**src/rtl/inst_fetcher_pkg.sv**
```systemverilog
// Shared types and constants for the byte-serial RV32I instruction fetcher.
// Used by inst_fetcher and fetch_word_assembler.
package inst_fetcher_pkg;

  localparam int          INST_W           = 32;
  localparam int          BYTES_PER_INST   = 4;
  localparam int          BYTE_IDX_W       = 2;
  localparam logic [31:0] DEFAULT_RESET_PC = 32'h0000_0000;

  typedef enum logic [1:0] {
    ST_IDLE  = 2'd0,
    ST_FETCH = 2'd1,
    ST_DRAIN = 2'd2,
    ST_HOLD  = 2'd3
  } fetch_state_e;

  function automatic logic lastByte(input logic [BYTE_IDX_W-1:0] idx);
    return idx == BYTE_IDX_W'(BYTES_PER_INST - 1);
  endfunction

endpackage

```
**src/rtl/fetch_word_assembler.sv**
```systemverilog
// Byte counter and little-endian lane capture for one instruction word.
// A byte whose address is granted is captured one enabled cycle later.
module fetch_word_assembler
  import inst_fetcher_pkg::*;
(
  input  logic                  clk_i,
  input  logic                  rst_i,
  input  logic                  en_i,
  input  logic                  flush_i,
  input  logic                  issue_i,
  input  logic [7:0]            byte_i,
  output logic [BYTE_IDX_W-1:0] byteIdx_o,
  output logic                  wordDone_o,
  output logic [INST_W-1:0]     word_o
);

  logic [BYTE_IDX_W-1:0] byteIdx_q, byteIdx_d;
  logic [BYTE_IDX_W-1:0] lane_q, lane_d;
  logic                  pending_q, pending_d;
  logic [INST_W-9:0]     low_q, low_d;

  // The top byte is never stored: it is forwarded straight from the memory
  // bus in the same cycle the word completes.
  always_comb begin
    byteIdx_d = byteIdx_q;
    lane_d    = lane_q;
    pending_d = pending_q;
    low_d     = low_q;
    if (flush_i) begin
      byteIdx_d = '0;
      pending_d = 1'b0;
    end else begin
      if (pending_q && !lastByte(lane_q)) begin
        low_d[{lane_q, 3'b000} +: 8] = byte_i;
      end
      pending_d = issue_i;
      if (issue_i) begin
        lane_d    = byteIdx_q;
        byteIdx_d = byteIdx_q + 2'd1;
      end
    end
  end

  always_ff @(posedge clk_i) begin
    if (rst_i) begin
      byteIdx_q <= '0;
      lane_q    <= '0;
      pending_q <= 1'b0;
      low_q     <= '0;
    end else if (en_i) begin
      byteIdx_q <= byteIdx_d;
      lane_q    <= lane_d;
      pending_q <= pending_d;
      low_q     <= low_d;
    end
  end

  assign byteIdx_o  = byteIdx_q;
  assign wordDone_o = en_i && !flush_i && pending_q && lastByte(lane_q);
  assign word_o     = {byte_i, low_q};

endmodule

```
**src/rtl/inst_fetcher.sv**
```systemverilog
// Fetches RV32I words over a byte-wide memory port and hands them to decode.
// Optional IFETCH_SKID_EN adds a one-entry skid so fetching continues under stall.
module inst_fetcher
  import inst_fetcher_pkg::*;
#(
  parameter logic [31:0] RESET_PC = DEFAULT_RESET_PC,
  parameter int          ADDR_W   = 32
) (
  input  logic              clk_in,
  input  logic              rst_in,
  input  logic              rdy_in,
  output logic              mem_req,
  input  logic              mem_gnt,
  output logic [ADDR_W-1:0] mem_addr,
  input  logic [7:0]        mem_din,
  input  logic              redirect_valid,
  input  logic [ADDR_W-1:0] redirect_pc,
  output logic              inst_valid,
  input  logic              inst_ready,
  output logic [INST_W-1:0] inst,
  output logic [ADDR_W-1:0] inst_pc
);

  fetch_state_e state_q, state_d;
  logic [ADDR_W-1:0]     pc_q, pc_d;
  logic [INST_W-1:0]     inst_q, inst_d;
  logic [ADDR_W-1:0]     instPc_q, instPc_d;
  logic                  instValid_q, instValid_d;
`ifdef IFETCH_SKID_EN
  logic                  skidValid_q, skidValid_d;
  logic [INST_W-1:0]     skidWord_q, skidWord_d;
  logic [ADDR_W-1:0]     skidPc_q, skidPc_d;
`endif

  logic [BYTE_IDX_W-1:0] byteIdx;
  logic                  wordDone;
  logic [INST_W-1:0]     word;
  logic                  memIssue;
  logic                  handshake;

  assign memIssue  = (state_q == ST_FETCH) && mem_gnt;
  assign handshake = instValid_q && inst_ready;

  fetch_word_assembler u_assembler (
    .clk_i      (clk_in),
    .rst_i      (rst_in),
    .en_i       (rdy_in),
    .flush_i    (redirect_valid),
    .issue_i    (memIssue),
    .byte_i     (mem_din),
    .byteIdx_o  (byteIdx),
    .wordDone_o (wordDone),
    .word_o     (word)
  );

  // pc advances when a word completes; observably identical to advancing on
  // handshake since no address is issued from HOLD without the skid.
  always_comb begin
    state_d     = state_q;
    pc_d        = pc_q;
    inst_d      = inst_q;
    instPc_d    = instPc_q;
    instValid_d = instValid_q;
`ifdef IFETCH_SKID_EN
    skidValid_d = skidValid_q;
    skidWord_d  = skidWord_q;
    skidPc_d    = skidPc_q;
`endif
    if (handshake) instValid_d = 1'b0;

    case (state_q)
      ST_IDLE:  state_d = ST_FETCH;
      ST_FETCH: if (memIssue && lastByte(byteIdx)) state_d = ST_DRAIN;
      ST_DRAIN: begin
        if (wordDone) begin
          pc_d = pc_q + ADDR_W'(BYTES_PER_INST);
`ifdef IFETCH_SKID_EN
          if (instValid_q && !inst_ready) begin
            skidValid_d = 1'b1;
            skidWord_d  = word;
            skidPc_d    = pc_q;
            state_d     = ST_HOLD;
          end else begin
            inst_d      = word;
            instPc_d    = pc_q;
            instValid_d = 1'b1;
            state_d     = ST_FETCH;
          end
`else
          inst_d      = word;
          instPc_d    = pc_q;
          instValid_d = 1'b1;
          state_d     = ST_HOLD;
`endif
        end
      end
      ST_HOLD: begin
        if (handshake) begin
`ifdef IFETCH_SKID_EN
          inst_d      = skidWord_q;
          instPc_d    = skidPc_q;
          instValid_d = skidValid_q;
          skidValid_d = 1'b0;
`endif
          state_d = ST_FETCH;
        end
      end
      default: state_d = ST_IDLE;
    endcase

    // Redirect beats everything, including a same-cycle handshake.
    if (redirect_valid) begin
      state_d     = ST_FETCH;
      pc_d        = redirect_pc & ~ADDR_W'(3);
      instValid_d = 1'b0;
`ifdef IFETCH_SKID_EN
      skidValid_d = 1'b0;
`endif
    end
  end

  always_ff @(posedge clk_in) begin
    if (rst_in) begin
      state_q     <= ST_IDLE;
      pc_q        <= ADDR_W'(RESET_PC);
      inst_q      <= '0;
      instPc_q    <= '0;
      instValid_q <= 1'b0;
`ifdef IFETCH_SKID_EN
      skidValid_q <= 1'b0;
      skidWord_q  <= '0;
      skidPc_q    <= '0;
`endif
    end else if (rdy_in) begin
      state_q     <= state_d;
      pc_q        <= pc_d;
      inst_q      <= inst_d;
      instPc_q    <= instPc_d;
      instValid_q <= instValid_d;
`ifdef IFETCH_SKID_EN
      skidValid_q <= skidValid_d;
      skidWord_q  <= skidWord_d;
      skidPc_q    <= skidPc_d;
`endif
    end
  end

  assign mem_req    = (state_q == ST_FETCH);
  assign mem_addr   = mem_req ? (pc_q + ADDR_W'(byteIdx)) : '0;
  assign inst_valid = instValid_q;
  assign inst       = inst_q;
  assign inst_pc    = instPc_q;

endmodule
```
**config.mk**
```make
export PLATFORM = sky130hd
export DESIGN_NAME = inst_fetcher
export DESIGN_NICKNAME = d
export VERILOG_FILES = /design/src/rtl/inst_fetcher_pkg.sv /design/src/rtl/fetch_word_assembler.sv /design/src/rtl/inst_fetcher.sv
export SDC_FILE = /design/constraint.sdc
export NUM_CORES = 1
export LEC_CHECK = 0
export CAP_MARGIN = 20
export CORE_MARGIN = 4
export CORE_UTILIZATION = 41
export CTS_CLUSTER_SIZE = 16
export DETAILED_ROUTE_END_ITERATION = 6
export GPL_ROUTABILITY_DRIVEN = 0
export PLACE_DENSITY = 0.8
export SYNTH_ARGS = -nofsm -noshare
export SYNTH_HDL_FRONTEND = slang
export SYNTH_SLANG_ARGS = --single-unit
```
**constraint.sdc**
```tcl
create_clock -name clk_in -period 4.65 [get_ports clk_in]
set_input_delay 0.93 -clock clk_in [delete_from_list [all_inputs] [get_ports clk_in]]
set_output_delay 0.93 -clock clk_in [all_outputs]
set_load 0.05 [all_outputs]
```
# After elaboration in Yosys (flattened, before gate mapping)
# Cells that the tools add are included.
# Widths: inputs -> output; s select.
# classes
n_addsub	4
n_eq_ne	8
shifts	2
mux	17
bitwise	1
n_reduce_logical	19
# ops
operator	count
$mux 32	4
$add 32x2->32	1
$add 32x3->32 const B	1
$bwmux 24	1
$shift 8x7->24 const A	1
$shiftx 8x7->24	1
$mux 2	6
$reduce_and 3->1	4
$eq 2x2->1 const B	4
$pmux 2 s4	1
$logic_and 1x1->1	7
$neg 5->7	1
$reduce_bool 2->1	3
$mux 1	5
$reduce_and 4->1	1
$ne 3x1->1 const B	1
$ne 3x2->1 const B	1
$ne 3x3->1 const B	1
$add 2x1->2 const B	1
$eq 2x1->1 const B	1
$logic_not 1->1	2
$logic_not 2->1	1
$reduce_and 2->1	1
$not 1->1	1
# word_totals
reg_bits	128
inputBits	46
out_inout_bits	98
word_cells	60

# Longest topological paths before layout
# depth
depth_word	7
depth_mapped	8
mapped_depth_nobuf	7

# By module
# Synthesis repeated with hierarchy kept, for this count alone.
# hier_totals
cells_unflattened	779
hier_area_um2	6042.0
# modules_own_cells
mod	n_inst	cells_per_inst	area_per_inst_um2
inst_fetcher	1	625	4699.5
fetch_word_assembler	1	154	1342.5

# Worst setup path before layout
# OpenSTA, ideal clock, no wires.
# synth_timing
path_type	register -> output
start	reg state_q[1]
end	out mem_addr[10]
arrival_ns	1.634
required_ns	3.720
setup_slack_ns	2.086
path_stages_with_launch	5
n_path_buf	1
path_cell_list	dfxtp_1 > inv_1 > ha_1 > clkbuf_1 > and2_1
# synth_via
elab_chain_cells	2
# synth_lines
element	line_no	source
start, declared	inst_fetcher.sv:24	fetch_state_e state_q, state_d;
start signal, assigned	inst_fetcher.sv:135	state_q <= state_d;
$eq 2x1->1	inst_fetcher.sv:148	assign mem_req = (state_q == ST_FETCH);
named net mem_req	inst_fetcher.sv:12	output logic mem_req,
$mux 32	inst_fetcher.sv:149	assign mem_addr = mem_req ? (pc_q + ADDR_W'(byteIdx)) : '0;
end, declared	inst_fetcher.sv:14	output logic [ADDR_W-1:0] mem_addr,
# The timed path passes the listed nets, and every way through them passes these cells.

# Worst setup path after layout
# layout_timing
start	reg state_q[1]
end	out mem_addr[11]
# layout_via
elab_chain_cells	2
# layout_lines
element	line_no
$eq 2x1->1	inst_fetcher.sv:148
$mux 32	inst_fetcher.sv:149
# Every way passes these cells.

==> flow_metrics.py <==
metrics = {
    "run_status": {
        "status": "complete, no violations",
    },
    "synthesis": {
        "synthXorXnorAreaFrac_pct": 1.08,
        "synth_top_family_by_area": "simple AND/OR/NAND/NOR gates",
        "synthArstFlopShare_pct": 0,
        "synth_cell_types": 58,
        "synth_mux_area_share_pct": 1.60,
        "synth_ff_type": "dfxtp_1",
        "synth_area_sq_mm": 0.00570,
        "synth-simple-area-share_pct": 29.5,
        "ys_seq_elements": 124,
        "synth_edf_count": 0,
        "synthCells": 729,
        "avgSynthCellArea_sq_um": 7.82,
        "yosysSeqAreaShare_pct": 43.5,
        "yosysWarnings": 0,
        "synth-adder-area-share_pct": 2.19,
        "synth-compound-area-share_pct": 17.3,
    },
    "cts": {
        "cts_made_buffers": 17,
        "cts_setup_buffers": 0,
        "ctsResizeCount": 0,
        "cts_tree": "done",
        "path_clk_slew_ns": 0.05,
        "cts_max_path_buffers": 2,
        "holdBufCountCts": 0,
        "cts_root_buffer": "clkbuf_16",
        "clk_latency_ns": 0.41,
        "cts.sinks": 124,
        "htreeDepth": 4,
    },
    "setup_path": {
        "cp.required_ns": 3.72,
        "startpoint": "state_q[1]",
        "cp-end-kind": "primary output",
        "crit_type": "reg2out",
        "cp-start-kind": "register",
        "worstReg2RegStart": "pc_q[8]",
        "arrival_ns": 2.67,
        "critPathMaxFanout": 19,
        "rr_worst_depth": 5,
    },
    "layout": {
        "instances_no_fill": 1022,
        "final_core_util_pct": 56.9,
        "area_growth_pct": 34.1,
        "drive_gt1_share_pct": 5.44,
        "fin_area_sq_mm": 0.00765,
        "num_antenna_cells": 0,
        "nNetsFinal": 892,
    },
    "routing": {
        "final_antenna_net_count": 0,
        "totalWireLength_um": 15700,
        "vias_per_cell": 5.38,
        "first_iter_violations": 399,
        "firstDrtPassIters": 5,
        "drt-wirelength-per-cell_um": 15.4,
        "drcViolationCount": 0,
        "dr_total_vias": 5501,
    },
    "global_route": {
        "grt_pass1_vias": 5141,
        "grt_max_degree": 93,
        "grt_usage_pct": 19.7,
        "grt_pass1_wl_um": 25900,
        "antenna_found_initial": 0,
        "grt-ovfl-total": 0,
    },
    "floorplanning": {
        "die_w_um": 126,
        "start_util_pct": 42.4,
        "die_y_um": 126,
        "die_area_sq_mm": 0.0159,
        "io-pin-count": 144,
        "core_sq_mm": 0.0135,
        "num_rows": 42,
    },
    "timing": {
        "tns_ns": 0,
        "maxSlewHeadroom_pct": 35.7,
        "setup_viol": 0,
        "hold_viol_final": 0,
        "finalCritPeriodShare_pct": 77.3,
        "whs_ns": 0.450,
        "fin_crit_ns": 3.60,
        "fmax_ghz": 0.278,
        "tightest_slew_ns": 0.964,
        "clock_skew_ns": 0.00954,
        "rsz0062_at_grt": "false",
        "slew_viol_final": 0,
    },
    "worst_hold_path": {
        "hold_path_class": "reg2reg",
        "holdPathStages": 2,
        "hold_start": "inst[10]",
    },
    "pwr": {
        "clkPwrFrac_pct": 47.9,
        "power.density_mw_per_mm2": 327,
        "power_switching_uw": 593,
        "cellLeakagePower_uw": 0.00262,
        "p_seq_share_pct": 44.6,
        "ir_drop_uv": 218,
        "internal_power_uw": 1910,
        "combPwrFrac_pct": 7.5,
        "switching_share_pct": 23.7,
    },
    "place": {
        "place_area_sq_mm": 0.00712,
        "dp_cells": 993,
        "place.port_buffers": 139,
        "hpwlAfterDp_um": 10500,
    },
    "flow_run": {
        "drv_cap": 0,
    },
}
-- synth_stat cells (3+ instances only) --
master      n  area, sq um
and2_1     36          225
a211oi_1    6         45.0
nand3_1    45          225
nand2_1   183          687
a22oi_1     8         60.1
buf_2       9         45.0
nand4_1    14         87.6
a31oi_1     8         50.1
o22ai_1     7         43.8
nor4_1      3         18.8
and3_1      8         50.1
buf_4       4         30.0
a21o_1      5         37.5
or3_1       4         25.0
o21ai_0     7         35.0
mux2i_1     8         80.1
xor2_1      6         52.6
ha_1       10          125
a211o_1     3         26.3
inv_1       7         26.3
nor3_1      7         35.0
buf_1       7         26.3
nor3b_1     3         22.5
dfxtp_1   124         2480
o211ai_1    6         45.0
o31ai_1     3         22.5
clkbuf_1   38          143
a21oi_1   109          546
nor2_1     17         63.8
-- logic make-up (layout without fill, tap and decap cells) --
family                   Yosys count  count (layout)
other                              1               2
AO/OA/AOI/OAI                    171             171
AND/OR/NAND/NOR                  342             342
XOR/XNOR                           7               7
multiplexers                       9               9
flip-flops                       124             124
adder cells (fa/ha/maj)           10              10
buffers and inverters             65             181
-- area by class of cell --
| type | count | area [sq um] |
|---|---|---|
| clock buffer | 21 | 460 |
| clock inverter | 8 | 71.3 |
| fill | 1259 | 5800 |
| inverter | 7 | 26.3 |
| multi-input combinational | 541 | 2950 |
| sequential | 124 | 2480 |
| tap | 176 | 220 |
| timing repair buffer | 145 | 1430 |
-- sequential cells by signal (all words and copies together) (netlist names) --
register               cells
u_assembler.lane_q         2
u_assembler.low_q         24
u_assembler.pending_q      1
inst_pc                   30
inst_valid                 1
u_assembler.byteIdx_o      2
pc_q                      30
inst                      32
state_q                    2
-- per-layer routing --
layer	vias up	GRT usage (%)	share of wire, %
met5	-	0	0
met4	0	7.63	2.0
met3	28	5.63	6.9
met2	198	30.6	45
met1	2551	26.1	46
li1	2724	-	-
-- power groups by stage --
stage	clock, uW	combinational [uW]	sequential [uW]
6_report	1200	189	1110
5_1_grt	1260	203	1120
4_1_cts	1220	189	1110
3_5_place_dp	0	188	1140
3_3_place_gp	0	186	1130
2_1_floorplan	0	124	1120
-- worst paths after layout --
| path | endpoint | slack (ns) |
|---|---|---|
| worst min register to register | inst[10] | 0.45 |
| worst max-delay path | mem_addr[11] | 1.05 |
| worst min-delay path | inst[10] | 0.45 |
| worst max register to register | pc_q[29] | 2.37 |
-- critical path, cell delays in order (launching register included) --
cell and delay [ns]:
dfxtp_1 0.32, inv_1 0.08, ha_1 0.54, buf_4 0.32, and2_1 0.17, clkdlybuf4s50_1 0.81
-- per-stage QoR --
step,power [uW],worst slack (ns)
6_report,2500,1.05
5_1_grt,2580,0.912
4_1_cts,2530,1.03
3_5_place_dp,1320,1.15
3_3_place_gp,1320,1.14
2_1_floorplan,1240,2.09
-- placed cells by master (no fill, tap or decap), types with 8 or more instances in the layout --
| master | n |
|---|---|
| and2_1 | 36 |
| a31oi_1 | 8 |
| ha_1 | 10 |
| a22oi_1 | 8 |
| nand3_1 | 45 |
| nor2_1 | 17 |
| dfxtp_1 | 124 |
| mux2i_1 | 8 |
| a21oi_1 | 109 |
| clkbuf_16 | 17 |
| and3_1 | 8 |
| clkdlybuf4s50_1 | 138 |
| nand4_1 | 14 |
| nand2_1 | 183 |
Power figures use the tool's default switching activity.
